$ cat config.mk
export PLATFORM = sky130hd
export DESIGN_NAME = ramdisk_sram_arbiter_flat
export DESIGN_NICKNAME = d
export VERILOG_FILES = /design/src/rtl/ramdisk_sram_pkg.sv /design/src/rtl/ramdisk_sram_arbiter_if.sv /design/src/rtl/ramdisk_sram_arbiter.sv /design/src/flat_wrapper.sv
export SDC_FILE = /design/constraint.sdc
export NUM_CORES = 1
export LEC_CHECK = 0
export BUFFER_PORTS_ARGS = -buffer_cell sky130_fd_sc_hd__buf_2
export CAP_MARGIN = 15
export CORE_ASPECT_RATIO = 1.2
export CORE_MARGIN = 3
export CORE_UTILIZATION = 35
export DETAILED_ROUTE_END_ITERATION = 12
export PLACE_DENSITY = 0.65
export SETUP_SLACK_MARGIN = 0.5
export SYNTH_ARGS = -nofsm -noshare
export SYNTH_HDL_FRONTEND = slang
export SYNTH_SLANG_ARGS = --single-unit
$ cat constraint.sdc
create_clock -name clk -period 4.99 [get_ports clk]
set_input_delay 1.497 -clock clk [delete_from_list [all_inputs] [get_ports clk]]
set_output_delay 1.497 -clock clk [all_outputs]
set_load 0.05 [all_outputs]
$ cat src/rtl/ramdisk_sram_pkg.sv
// Shared types for the RAM-disk SRAM arbiter.
// Holds the FSM state encoding, owner codes and the SRAM address width.
package ramdisk_sram_pkg;

  localparam int SRAM_AW = 19;

  typedef enum logic [1:0] {
    ST_IDLE   = 2'd0,
    ST_ACCESS = 2'd1,
    ST_DONE   = 2'd2
  } state_e;

  typedef enum logic [1:0] {
    OWN_VID = 2'd0,
    OWN_LDR = 2'd1,
    OWN_CPU = 2'd2
  } owner_e;

endpackage

$ cat src/rtl/ramdisk_sram_arbiter_if.sv
// Requester and SRAM pin bundle for the RAM-disk SRAM arbiter.
// master: requesters + SRAM data-in side; slave: the arbiter itself.
interface ramdisk_sram_arbiter_if;
  import ramdisk_sram_pkg::*;

  logic               vid_req;
  logic [15:0]        vid_addr;
  logic [7:0]         vid_rdata;
  logic               vid_ack;

  logic               ldr_req;
  logic [SRAM_AW-1:0] ldr_addr;
  logic [7:0]         ldr_wdata;
  logic               ldr_ack;

  logic               cpu_req;
  logic               cpu_we;
  logic [2:0]         cpu_page;
  logic [15:0]        cpu_addr;
  logic [7:0]         cpu_wdata;
  logic [7:0]         cpu_rdata;
  logic               cpu_ack;

  logic [SRAM_AW-1:0] sram_addr;
  logic [7:0]         sram_dq_o;
  logic [7:0]         sram_dq_i;
  logic               sram_dq_oe;
  logic               sram_oe_n;
  logic               sram_we_n;

  modport master (
    output vid_req, vid_addr,
    output ldr_req, ldr_addr, ldr_wdata,
    output cpu_req, cpu_we, cpu_page,
    output cpu_addr, cpu_wdata,
    output sram_dq_i,
    input  vid_rdata, vid_ack, ldr_ack,
    input  cpu_rdata, cpu_ack,
    input  sram_addr, sram_dq_o, sram_dq_oe,
    input  sram_oe_n, sram_we_n
  );

  modport slave (
    input  vid_req, vid_addr,
    input  ldr_req, ldr_addr, ldr_wdata,
    input  cpu_req, cpu_we, cpu_page,
    input  cpu_addr, cpu_wdata,
    input  sram_dq_i,
    output vid_rdata, vid_ack, ldr_ack,
    output cpu_rdata, cpu_ack,
    output sram_addr, sram_dq_o, sram_dq_oe,
    output sram_oe_n, sram_we_n
  );

endinterface

$ cat src/rtl/ramdisk_sram_arbiter.sv
// Shares one async 512Kx8 SRAM between video, loader and CPU.
// Ports: clk, reset_n (async low), bus (requesters + SRAM pins).
module ramdisk_sram_arbiter
  import ramdisk_sram_pkg::*;
#(
  parameter int ACCESS_CYCLES = 2,
  parameter int CPU_MAX_SKIP  = 3
) (
  input  logic                  clk,
  input  logic                  reset_n,
  ramdisk_sram_arbiter_if.slave bus
);

  localparam logic [3:0] CNT_LOAD = 4'(ACCESS_CYCLES - 1);
  localparam logic [3:0] SKIP_MAX = 4'(CPU_MAX_SKIP);

  state_e             state_q, state_d;
  owner_e             owner_q, grant;
  logic [3:0]         cnt_q, skip_q;
  logic               we_q;
  logic [SRAM_AW-1:0] addr_q;
  logic [7:0]         wdata_q;
  logic [7:0]         vid_rdata_q, cpu_rdata_q;
  logic               any_req, force_cpu;
  logic               g_vid, g_ldr, g_cpu;
  logic               start, last;

  assign any_req   = bus.vid_req | bus.ldr_req | bus.cpu_req;
  assign force_cpu = bus.cpu_req & (skip_q >= SKIP_MAX);

  // One-hot grant: starvation override first, else vid > ldr > cpu.
  assign g_vid = bus.vid_req & ~force_cpu;
  assign g_ldr = bus.ldr_req & ~bus.vid_req & ~force_cpu;
  assign g_cpu = force_cpu
               | (bus.cpu_req & ~bus.vid_req & ~bus.ldr_req);

  assign start = (state_q == ST_IDLE) & any_req;
  assign last  = (state_q == ST_ACCESS) & (cnt_q == 4'd0);

  always_comb begin
    grant = OWN_VID;
    unique case (1'b1)
      g_vid:   grant = OWN_VID;
      g_ldr:   grant = OWN_LDR;
      g_cpu:   grant = OWN_CPU;
      default: grant = OWN_VID;
    endcase
  end

  always_ff @(posedge clk or negedge reset_n) begin
    if (!reset_n) state_q <= ST_IDLE;
    else          state_q <= state_d;
  end

  always_comb begin
    state_d = state_q;
    unique case (state_q)
      ST_IDLE:   if (any_req) state_d = ST_ACCESS;
      ST_ACCESS: if (cnt_q == 4'd0) state_d = ST_DONE;
      ST_DONE:   state_d = ST_IDLE;
      default:   state_d = ST_IDLE;
    endcase
  end

  always_ff @(posedge clk or negedge reset_n) begin
    if (!reset_n) begin
      cnt_q       <= 4'd0;
      skip_q      <= 4'd0;
      owner_q     <= OWN_VID;
      we_q        <= 1'b0;
      addr_q      <= '0;
      wdata_q     <= 8'h00;
      vid_rdata_q <= 8'h00;
      cpu_rdata_q <= 8'h00;
    end else begin
      if (start) begin
        owner_q <= grant;
        cnt_q   <= CNT_LOAD;
        unique case (1'b1)
          g_cpu: begin
            addr_q  <= {bus.cpu_page, bus.cpu_addr};
            wdata_q <= bus.cpu_wdata;
            we_q    <= bus.cpu_we;
          end
          g_ldr: begin
            addr_q  <= bus.ldr_addr;
            wdata_q <= bus.ldr_wdata;
            we_q    <= 1'b1;
          end
          default: begin
            addr_q <= {3'b000, bus.vid_addr};
            we_q   <= 1'b0;
          end
        endcase
        // Only grants that make a waiting CPU lose count as skips.
        if (g_cpu)
          skip_q <= 4'd0;
        else if (bus.cpu_req && skip_q != 4'hF)
          skip_q <= skip_q + 4'd1;
      end
      if (state_q == ST_ACCESS && cnt_q != 4'd0)
        cnt_q <= cnt_q - 4'd1;
      if (last && !we_q) begin
        if (owner_q == OWN_VID) vid_rdata_q <= bus.sram_dq_i;
        if (owner_q == OWN_CPU) cpu_rdata_q <= bus.sram_dq_i;
      end
    end
  end

  // DONE keeps dq driven for write hold / bus turnaround.
  always_comb begin
    bus.sram_oe_n  = 1'b1;
    bus.sram_we_n  = 1'b1;
    bus.sram_dq_oe = 1'b0;
    bus.vid_ack    = 1'b0;
    bus.ldr_ack    = 1'b0;
    bus.cpu_ack    = 1'b0;
    unique case (state_q)
      ST_ACCESS: begin
        bus.sram_oe_n  = we_q;
        bus.sram_we_n  = ~we_q;
        bus.sram_dq_oe = we_q;
      end
      ST_DONE: begin
        bus.sram_dq_oe = we_q;
        bus.vid_ack    = (owner_q == OWN_VID);
        bus.ldr_ack    = (owner_q == OWN_LDR);
        bus.cpu_ack    = (owner_q == OWN_CPU);
      end
      default: ;
    endcase
  end

  assign bus.sram_addr = addr_q;
  assign bus.sram_dq_o = wdata_q;
  assign bus.vid_rdata = vid_rdata_q;
  assign bus.cpu_rdata = cpu_rdata_q;

endmodule

$ cat src/flat_wrapper.sv
// flat-port wrapper written by rule: the top's interface ports become plain ports
module ramdisk_sram_arbiter_flat import ramdisk_sram_pkg::*;
#(
  parameter int ACCESS_CYCLES = 2,
  parameter int CPU_MAX_SKIP  = 3
)
  (clk, reset_n, bus_vid_req, bus_vid_addr, bus_ldr_req, bus_ldr_addr, bus_ldr_wdata, bus_cpu_req, bus_cpu_we, bus_cpu_page, bus_cpu_addr, bus_cpu_wdata, bus_sram_dq_i, bus_vid_rdata, bus_vid_ack, bus_ldr_ack, bus_cpu_rdata, bus_cpu_ack, bus_sram_addr, bus_sram_dq_o, bus_sram_dq_oe, bus_sram_oe_n, bus_sram_we_n);
  ramdisk_sram_arbiter_if bus_i ();
  input  logic clk;
  input  logic reset_n;
  input wire logic [$bits(bus_i.vid_req)-1:0] bus_vid_req;
  input wire logic [$bits(bus_i.vid_addr)-1:0] bus_vid_addr;
  input wire logic [$bits(bus_i.ldr_req)-1:0] bus_ldr_req;
  input wire logic [$bits(bus_i.ldr_addr)-1:0] bus_ldr_addr;
  input wire logic [$bits(bus_i.ldr_wdata)-1:0] bus_ldr_wdata;
  input wire logic [$bits(bus_i.cpu_req)-1:0] bus_cpu_req;
  input wire logic [$bits(bus_i.cpu_we)-1:0] bus_cpu_we;
  input wire logic [$bits(bus_i.cpu_page)-1:0] bus_cpu_page;
  input wire logic [$bits(bus_i.cpu_addr)-1:0] bus_cpu_addr;
  input wire logic [$bits(bus_i.cpu_wdata)-1:0] bus_cpu_wdata;
  input wire logic [$bits(bus_i.sram_dq_i)-1:0] bus_sram_dq_i;
  output wire logic [$bits(bus_i.vid_rdata)-1:0] bus_vid_rdata;
  output wire logic [$bits(bus_i.vid_ack)-1:0] bus_vid_ack;
  output wire logic [$bits(bus_i.ldr_ack)-1:0] bus_ldr_ack;
  output wire logic [$bits(bus_i.cpu_rdata)-1:0] bus_cpu_rdata;
  output wire logic [$bits(bus_i.cpu_ack)-1:0] bus_cpu_ack;
  output wire logic [$bits(bus_i.sram_addr)-1:0] bus_sram_addr;
  output wire logic [$bits(bus_i.sram_dq_o)-1:0] bus_sram_dq_o;
  output wire logic [$bits(bus_i.sram_dq_oe)-1:0] bus_sram_dq_oe;
  output wire logic [$bits(bus_i.sram_oe_n)-1:0] bus_sram_oe_n;
  output wire logic [$bits(bus_i.sram_we_n)-1:0] bus_sram_we_n;
  assign bus_i.vid_req = bus_vid_req;
  assign bus_i.vid_addr = bus_vid_addr;
  assign bus_i.ldr_req = bus_ldr_req;
  assign bus_i.ldr_addr = bus_ldr_addr;
  assign bus_i.ldr_wdata = bus_ldr_wdata;
  assign bus_i.cpu_req = bus_cpu_req;
  assign bus_i.cpu_we = bus_cpu_we;
  assign bus_i.cpu_page = bus_cpu_page;
  assign bus_i.cpu_addr = bus_cpu_addr;
  assign bus_i.cpu_wdata = bus_cpu_wdata;
  assign bus_i.sram_dq_i = bus_sram_dq_i;
  assign bus_vid_rdata = bus_i.vid_rdata;
  assign bus_vid_ack = bus_i.vid_ack;
  assign bus_ldr_ack = bus_i.ldr_ack;
  assign bus_cpu_rdata = bus_i.cpu_rdata;
  assign bus_cpu_ack = bus_i.cpu_ack;
  assign bus_sram_addr = bus_i.sram_addr;
  assign bus_sram_dq_o = bus_i.sram_dq_o;
  assign bus_sram_dq_oe = bus_i.sram_dq_oe;
  assign bus_sram_oe_n = bus_i.sram_oe_n;
  assign bus_sram_we_n = bus_i.sram_we_n;
  ramdisk_sram_arbiter #(.ACCESS_CYCLES(ACCESS_CYCLES), .CPU_MAX_SKIP(CPU_MAX_SKIP)) u_core (.clk(clk), .reset_n(reset_n), .bus(bus_i));
endmodule
==> reports/summary.json <==
{
  "timing": {
    "maxClockFrequency_mhz": 326,
    "final.setup.tns_ps": 0,
    "finalSetupViolCount": 0,
    "final.hold.worst_slack_ps": 480,
    "relSlewSlack": 0.494,
    "period_needed_ps": 3070,
    "finalMaxSlewViolations": 0,
    "worst-slew-pin-transition_ps": 757,
    "clock_skew_ps": 10.6,
    "final.setup.worst_slack_ps": 1920,
    "timing.final.hold_violations": 0,
    "post-route-period-util": 0.615,
    "rsz0062_at_grt": "false"
  },
  "logic_synthesis": {
    "synth-seq-cells": 56,
    "most_common_flop_cell_mapped_by_yosys": "dfrtp_1",
    "async_reset_ff_frac": 1.00,
    "yosysWarnings": 0,
    "avgSynthCellArea_sq_um": 11.3,
    "netlist_area_sq_um": 2610,
    "post_synthesis_cell_count": 232,
    "synthesis.nets": 322,
    "largest_cells_by_area_after_synthesis": "dfrtp_1 (54%), mux2_1 (6.9%), a222oi_1 (6.1%), a21oi_1 (3.8%), nand2_1 (3.6%)",
    "post-synth-top-area-fraction": 0.537,
    "synth.largest_area_cell": "dfrtp_1",
    "yosys.cell_types.count": 39,
    "number_of_enable_type_register_cells_in_the_synthesized_netlist": 0,
    "yosysSeqAreaShare": 0.537
  },
  "power_and_ir_drop": {
    "cellInternalPower_mw": 1.16,
    "power.density_cell_area_nw_per_um2": 708,
    "power.switching_fraction": 0.524,
    "sequentialPowerShare": 0.317,
    "clock_power_share": 0.122,
    "p_leak_nw": 1.74,
    "worst_ir_drop_vdd_mv": 0.371,
    "pwr-share-comb": 0.561,
    "total_switching_power_mw": 1.28,
    "power.total_mw": 2.44
  },
  "finish": {
    "diodes": 0,
    "nets": 453,
    "fill_cells": 656,
    "final_core_utilization": 0.491,
    "most_frequent_cells_in_the_layout": "buf_2 (132), dfrtp_1 (56), nand2_1 (25)",
    "most_common_library_cell_in_the_layout_ignoring_fill_and_taps": "buf_2",
    "drive_gt1_frac": 0.412,
    "post_synthesis_to_final_layout_area_growth_pct": 32.1
  },
  "cts": {
    "holdBufCountCts": 0,
    "cts_made_buffers": 5,
    "cts.reportedPaths.clkPinSlew_ps": 100,
    "number_of_gates_resized_after_cts": 0,
    "htree_num_levels": 2,
    "clk-insertion-delay-late_ps": 310,
    "cts.path.max_buffers": 2,
    "cts_setup_buffers": 0,
    "tritoncts_num_sinks": 56,
    "tritoncts": "built",
    "root_buffer": "clkbuf_8"
  },
  "detailed_routing": {
    "remaining_drc_errors": 0,
    "num_vias": 2309,
    "number_of_nets_with_antenna_violations_after_routing": 0,
    "drt_iter0_markers": 143,
    "drt-wirelength-per-cell_microns": 15.2,
    "detail_route.vias_per_cell": 5.12,
    "drt_first_pass_iters": 6,
    "wirelength_mm": 6.84
  },
  "floorplan": {
    "io_pins": 133,
    "fp.coreArea_sq_um": 7020,
    "initial_utilization": 0.372,
    "die_w_microns": 84.8,
    "placementRows": 33,
    "die_area_sq_um": 8530,
    "floorplan.die.height_microns": 101
  },
  "run_status": {
    "run_status": "completed"
  },
  "setup_path": {
    "timing.critical_path.fanout_max": 3,
    "crit_path_start_kind": "register",
    "criticalPathCategory": "register to output pin",
    "arrival_ps": 1570,
    "timing.critical_path.to_type": "output pin",
    "required_ps": 3490
  },
  "placed_design": {
    "io_buffers": 132,
    "gp_congestion": 0.814,
    "dpl_worst_slack_ps": 1600,
    "dp_hpwl_mm": 5.24
  },
  "global_routing": {
    "first_pass_grt_wire_length_mm": 10.8,
    "global_route.usage.total": 0.157,
    "grt_start_max_net_pins": 40,
    "number_of_global_route_vias_before_repair": 2297,
    "globalRouteOverflowTotal": 0,
    "grt_antenna_before_repair": 0
  },
  "job": {
    "drv.max_cap_violation_count": 0
  },
  "hold_path": {
    "min_path_type": "register to register"
  }
}
## kinds of logic after synthesis
group	Yosys count	synth area share
compound gates	63	0.174
flops	56	0.537
fa+ha+maj	6	0.0288
buf+inv	20	0.0427
xor+xnor	1	0.00336
simple gates	61	0.110
mux	25	0.104
## worst paths after layout
kind                                           from                       end  slack [ps]  cells after the start
setup reg to reg                  u_core.state_q[1]   u_core.bus.vid_rdata[7]        2650                      6
max in group asynchronous                   reset_n   u_core.bus.cpu_rdata[6]        2950                      2
min in group asynchronous                   reset_n  u_core.bus.sram_addr[16]        1240                      1
hold / removal             u_core.bus.sram_addr[17]  u_core.bus.sram_addr[17]         480                      2
setup / recovery                  u_core.state_q[0]               bus_vid_ack        1920                      4
hold reg to reg            u_core.bus.sram_addr[17]  u_core.bus.sram_addr[17]         480                      2
## sequential cells by signal, summed over array words and instances, names as in the netlist
name,cells
u_core.bus.vid_rdata,8
u_core.bus.sram_dq_o,8
u_core.bus.sram_addr,19
u_core.skip_q,4
u_core.we_q,1
u_core.cnt_q,4
u_core.owner_q,2
u_core.state_q,2
u_core.bus.cpu_rdata,8
## critical path, cell delays in order, from the launching register on
cell and delay, ps:
dfrtp_1 410, inv_1 110, ha_1 190, nor3b_1 240
buf_2 310
## stage by stage
stage	instance area, sq um	std cells
after CTS	3430	450
after global placement	3320	442
after floorplan	2610	232
final	3450	451
after detailed placement	3320	442
after global routing	3450	451
## per-layer routing
metal | global-route usage | part of all wire
met1 | 0.205 | 0.42
met2 | 0.250 | 0.48
met3 | 0.0450 | 0.084
met4 | 0.0585 | 0.015
met5 | 0 | 0
## final cells by class
cell class | instances | area, sq um | share of cell area
well taps | 87 | 109 | 0.0316
multi-input cells | 156 | 1100 | 0.318
flip-flops and latches | 56 | 1400 | 0.407
clock buffers | 5 | 68.8 | 0.0200
repair buffers | 136 | 698 | 0.203
inverters | 8 | 30.0 | 0.00871
clock inverters | 3 | 42.5 | 0.0123
## cells in the mapped netlist, types with 3 or more instances
master	number
o21ai_1	9
nand2_1	25
mux2_1	16
a222oi_1	16
o21ai_0	3
buf_6	3
nor3_1	3
a21oi_1	20
inv_1	8
mux2i_1	8
buf_2	5
and2_1	3
a32oi_1	3
nor2_1	19
dfrtp_1	56
ha_1	6
## power by group through the flow
stage	combinational (mW)	sequential [mW]	clock, mW
finish	1.37	0.773	0.297
global route	1.46	0.801	0.324
CTS	1.38	0.773	0.306
detailed placement	1.38	0.780	0
global placement	1.35	0.773	0
floorplan	0.460	1.36	0
(Power assumes the default switching activity.)
